File: src/rtl/linked_list_drain.sv
// linked_list_drain
//   Read-side scheduler for the shared-memory linked-list FIFO block.
//   It arbitrates between the per-FIFO empty flags with round-robin plus
//   an optional per-FIFO burst allowance, and issues at most one one-hot
//   pop per cycle. The popped head word is captured, together with its
//   FIFO index, into a 2-entry buffer that feeds a valid/ready stream.
//
// Ports
//   clk        system clock, all state changes on posedge
//   rst        asynchronous active-high reset
//   en         when low no new pops are issued; buffered words still drain
//   fifo_empty per-FIFO empty flags (registered in the FIFO block)
//   fifo_data  head word of the FIFO currently selected by fifo_pop
//   fifo_pop   zero or one-hot pop request
//   out_valid  output word available
//   out_ready  consumer accepts the word this cycle
//   out_data   oldest buffered word
//   out_id     source FIFO index of out_data
module linked_list_drain #(
  parameter int WIDTH     = 8,
  parameter int NUM_FIFOS = 2,
  parameter int BURST     = 1,
  parameter int ID_WIDTH  = $clog2(NUM_FIFOS)
) (
  input  logic                 clk,
  input  logic                 rst,
  input  logic                 en,
  input  logic [NUM_FIFOS-1:0] fifo_empty,
  input  logic [WIDTH-1:0]     fifo_data,
  output logic [NUM_FIFOS-1:0] fifo_pop,
  output logic                 out_valid,
  input  logic                 out_ready,
  output logic [WIDTH-1:0]     out_data,
  output logic [ID_WIDTH-1:0]  out_id
);

  localparam int CNT_W = (BURST < 1) ? 1 : $clog2(BURST + 1);

  // Arbitration state
  logic [ID_WIDTH-1:0] last_grant;
  logic [CNT_W-1:0]    burst_cnt;

  // Arbitration result
  logic [ID_WIDTH-1:0] grant;
  logic                grant_valid;

  // Output buffer
  logic [WIDTH-1:0]    buf_data [2];
  logic [ID_WIDTH-1:0] buf_id   [2];
  logic                wr_ptr;
  logic                rd_ptr;
  logic [1:0]          count;

  logic                pop_ok;
  logic                do_pop;
  logic                accept;

  // pop_ok only looks at the buffer occupancy, never at out_ready, so the
  // pop request has no combinational path from the consumer.
  assign pop_ok    = en && !rst && (count < 2'd2);
  assign do_pop    = pop_ok && grant_valid;
  assign out_valid = (count != 2'd0);
  assign accept    = out_valid && out_ready;
  assign out_data  = buf_data[rd_ptr];
  assign out_id    = buf_id[rd_ptr];

  // burst_cnt==0 means nothing has been granted since reset, so the reset
  // value of last_grant is only a rotation origin (first grant starts at
  // FIFO 0) and never earns a repeat grant.
  always_comb begin
    int unsigned idx;
    grant       = '0;
    grant_valid = 1'b0;
    idx         = 0;
    if ((burst_cnt != '0) && (burst_cnt < CNT_W'(BURST)) &&
        !fifo_empty[last_grant]) begin
      grant       = last_grant;
      grant_valid = 1'b1;
    end else begin
      // Search strictly after last_grant, wrapping round to last_grant itself.
      for (int unsigned k = 1; k <= NUM_FIFOS; k++) begin
        idx = 32'(last_grant) + k;
        if (idx >= NUM_FIFOS) idx = idx - NUM_FIFOS;
        if (!grant_valid && !fifo_empty[ID_WIDTH'(idx)]) begin
          grant       = ID_WIDTH'(idx);
          grant_valid = 1'b1;
        end
      end
    end
  end

  always_comb begin
    fifo_pop = '0;
    if (do_pop) fifo_pop[grant] = 1'b1;
  end

  // Arbitration state only advances on an actual pop, so it holds while
  // en is low, while the buffer is full, and while every FIFO is empty.
  always_ff @(posedge clk or posedge rst) begin
    if (rst) begin
      last_grant <= ID_WIDTH'(NUM_FIFOS - 1);
      burst_cnt  <= '0;
    end else if (do_pop) begin
      last_grant <= grant;
      if (grant == last_grant) begin
        if (burst_cnt < CNT_W'(BURST)) burst_cnt <= burst_cnt + 1'b1;
      end else begin
        burst_cnt <= CNT_W'(1);
      end
    end
  end

  always_ff @(posedge clk or posedge rst) begin
    if (rst) begin
      for (int unsigned i = 0; i < 2; i++) begin
        buf_data[i] <= '0;
        buf_id[i]   <= '0;
      end
      wr_ptr <= 1'b0;
      rd_ptr <= 1'b0;
      count  <= 2'd0;
    end else begin
      if (do_pop) begin
        buf_data[wr_ptr] <= fifo_data;
        buf_id[wr_ptr]   <= grant;
        wr_ptr           <= ~wr_ptr;
      end
      if (accept) rd_ptr <= ~rd_ptr;
      case ({do_pop, accept})
        2'b10:   count <= count + 2'd1;
        2'b01:   count <= count - 2'd1;
        default: count <= count;
      endcase
    end
  end

endmodule
File: config.mk
export PLATFORM = sky130hd
export DESIGN_NAME = linked_list_drain
export DESIGN_NICKNAME = d
export VERILOG_FILES = /design/src/rtl/linked_list_drain.sv
export SDC_FILE = /design/constraint.sdc
export NUM_CORES = 1
export LEC_CHECK = 0
export ABC_AREA = 1
export BUFFER_PORTS_ARGS = -buffer_cell sky130_fd_sc_hd__buf_2
export CORE_MARGIN = 10
export CORE_UTILIZATION = 51
export DETAILED_ROUTE_END_ITERATION = 12
export HOLD_SLACK_MARGIN = 0.06
export PLACE_DENSITY_LB_ADDON = 0.15
export SYNTH_ARGS = -nofsm -noshare
export SYNTH_HDL_FRONTEND = slang
export SYNTH_SLANG_ARGS = --single-unit
File: constraint.sdc
create_clock -name clk -period 1.82 [get_ports clk]
set_input_delay 0.364 -clock clk [delete_from_list [all_inputs] [get_ports clk]]
set_output_delay 0.364 -clock clk [all_outputs]
set_load 0.02 [all_outputs]
==> impl_metrics.tcl <==
set metrics [dict create \
    run_status "finished, final reports clean" \
    finalMaxSlewViolations 0 \
    via_count 857 \
    drt-pass1-iter-count 4 \
    power_frac_comb_pct 47.1 \
    pwr-share-seq_pct 42.5 \
    setup_viol_count_final 0 \
    yosys_warnings 0 \
    grt_max_degree 15 \
    clk_pin_slew_ps 130 \
    detailedPlacementHpwl_um 1860 \
    cts_max_path_buffers 2 \
    timing.reg2reg.setup_slack_ps 300 \
    slew_headroom_pct 75.45 \
    ctsHtreeMaxLevel 1 \
    die_height_um 66.18 \
    post_synth_main_area_contributors "dfrtp_1, nand2_1, mux2_2, inv_1, nor2_4" \
    drtIter0Drc 34 \
    detail_route.vias_per_cell 4.815 \
    coreArea_um2 2002 \
    dp_worst_setup_slack_ps 241.1 \
    grt_util_all_layers_pct 11.53 \
    reg2reg_from "count[1]" \
    timing.setup.critical_path_class "reg2out" \
    yosys.area.top_type "dfrtp_1" \
    clk_tree_root_cell "clkbuf_4" \
    crit_fanout 5 \
    syn-cell-area_um2 1087 \
    timing.critical_path.to_type "primary output" \
    switching_fraction_of_total_power_pct 41.35 \
    final.setup_skew_ps 11.53 \
    setup_ws_ps 46.35 \
    timing.max_cap.violations 0 \
    totalNegativeSetupSlack_ps 0 \
    drive_above_1_share_pct 32.45 \
    grt_pass1_vias 903 \
    detail_route.drc_violations 0 \
    area_growth_syn_to_layout_pct 19.79 \
    start_kind "flip-flop" \
    initial_core_util_pct 54.31 \
    post_synth.cell_area_avg_um2 9.137 \
    antenna_violations_before_repair 0 \
    worst_ep_arrival_time_ps 1410 \
    antenna_violating_nets_post_route 0 \
    p_sw_mw 0.9186 \
    r2r.worst_path.cells 6 \
    cts_tree "done" \
    globalRouteOverflowTotal 0 \
    yosys.area.top_type_share_pct 50.63 \
    synth_fp_nets 134 \
    buffer_ports.inserted 25 \
    cp_data_required_time_ps 1460 \
    cellLeakagePower_nw 0.7278 \
    io_pins 26 \
    hold_path.class "in2reg" \
    regToRegEndpoint "count[1]" \
    drt-total-wl_um 2410 \
    p_per_area_nw_per_um2 1706 \
    synthDistinctLibCells 16 \
    clkLatencyLatePin_ps 310 \
    cts_made_buffers 3 \
    ys_ff_latch 23 \
    antenna_cells 0 \
    layout_worst_path_cycle_share_pct 97.45 \
    synth.yosys.seq_area_share_pct 53.05 \
    post_drt_wl_per_cell_um 13.54 \
    rows 16 \
    power.ir.vdd_worst_v 0.0009075 \
    power.clock.fraction_pct 10.5 \
    internal_power_mw 1.303 \
    floorplan.die.width_um 66.18 \
    hold_viol_final 0 \
    cp-startpoint "rd_ptr" \
    rsz_0062_raised_after_global_routing "no" \
    grt_pass1_wl_um 4015 \
    gpl.final_weighted_congestion 0.6900 \
    timing.final.crit_period_ps 1774 \
    worst-slew-pin-transition_ps 367.8 \
    finish.net_count 167 \
    synthCells 119 \
    achievable-frequency_mhz 563.8 \
    crit_path_end "out_data[2]" \
    clkSinkCount 23 \
    die-area_um2 4379 \
]
==> stage by stage <==
step | hold slack (ps) | instances | util [%] | area, µm² | power [mW]
after global routing | 260.0 | 178 | 65.06 | 1303 | 2.396
after detailed placement | 386.0 | 173 | 63.13 | 1264 | 2.007
after floorplan | 365.2 | 119 | - | 1087 | 1.663
final | 249.2 | 178 | 65.06 | 1303 | 2.222
after CTS | 242.7 | 178 | 65.06 | 1303 | 2.251
after global placement | 382.1 | 173 | 63.13 | 1264 | 1.947
==> cell type report <==
cell class	instances	area, µm²
sequential	23	578.1
timing repair buffer	29	157.7
multi-input combinational	86	471.7
tap	27	33.78
clock buffer	3	22.52
clock inverter	1	5.005
fill	182	699.4
inverter	9	33.78
==> logic make-up (layout without fill, tap and decap cells) <==
kind of cell | after synthesis | in the layout | synth area share [%]
buffers and inverters | 10 | 42 | 3.567
XOR/XNOR | 3 | 3 | 2.417
adder cells (fa/ha/maj) | 1 | 1 | 1.151
AND/OR/NAND/NOR | 71 | 71 | 29.57
flip-flops | 23 | 23 | 53.05
AO/OA/AOI/OAI | 2 | 2 | 0.9197
multiplexers | 9 | 9 | 9.321
==> synthesized netlist by cell type <==
cell / number
nand4_2: 2
mux2_2: 9
a21oi_1: 1
xor2_1: 1
buf_2: 1
o21ai_0: 1
nand2_1: 62
nor2_4: 3
dfstp_2: 1
nand3_4: 1
nand3_1: 1
ha_1: 1
inv_1: 9
nor2_1: 2
xnor2_1: 2
dfrtp_1: 22
==> worst min-delay path by stage <==
stage	from	end	slack [ps]	cells past startpoint
6_report	fifo_data[2]	buf_data[10]	250	3
5_1_grt	fifo_data[0]	buf_data[8]	260	3
4_1_cts	fifo_data[2]	buf_data[2]	240	3
3_5_place_dp	rst	buf_id[1]	390	2
3_3_place_gp	rst	buf_id[0]	380	2
2_1_floorplan	rst	buf_data[0]	370	1
==> cells in the final DEF, fill, tap and decap left out <==
master	Yosys	layout
nand3_4	1	1
dfrtp_1	22	21
ha_1	1	1
dfrtp_2	0	1
xor2_1	1	1
mux2_2	9	9
nand4_2	2	2
a21oi_1	1	1
o21ai_0	1	1
inv_1	9	9
dfstp_2	1	1
dlygate4sd3_1	0	1
buf_4	0	3
nand2_1	62	62
xnor2_1	2	2
nor2_1	2	2
clkbuf_4	0	3
buf_2	1	25
nand3_1	1	1
nor2_4	3	3
clkinv_2	0	1
==> registers in the layout, summed over array words and instances (netlist names) <==
register    flops
count           2
last_grant      1
wr_ptr          1
buf_id          2
rd_ptr          1
buf_data       16
==> layer usage <==
layer  GRT usage [%]  share of wire [%]  up-vias
li1                -                  -      432
met1           13.58                 43      407
met2           19.62                 52       16
met3           2.542                4.4        2
met4           4.712               0.37        0
met5               0                  0        -
==> critical path, stage by stage, from the launching register on <==
cell and delay (ps):
dfrtp_2 440, buf_4 160, mux2_2 330, buf_2 160
==> power groups by stage <==
stage / logic, mW / registers [mW] / clock network (mW)
2_1_floorplan: 0.777 / 0.886 / 0
3_3_place_gp: 1.02 / 0.929 / 0
3_5_place_dp: 1.06 / 0.952 / 0
4_1_cts: 1.06 / 0.944 / 0.243
5_1_grt: 1.16 / 0.980 / 0.257
6_report: 1.05 / 0.943 / 0.232
==> timing repair <==
item	4_1_cts	5_1_grt
buffers inserted	0	0
endpoints found under the setup margin	4	0
endpoints found under the hold margin	8	0
hold buffers	1	0
gates resized for setup	1	0
No activity file was read; power rests on OpenSTA's default activity.
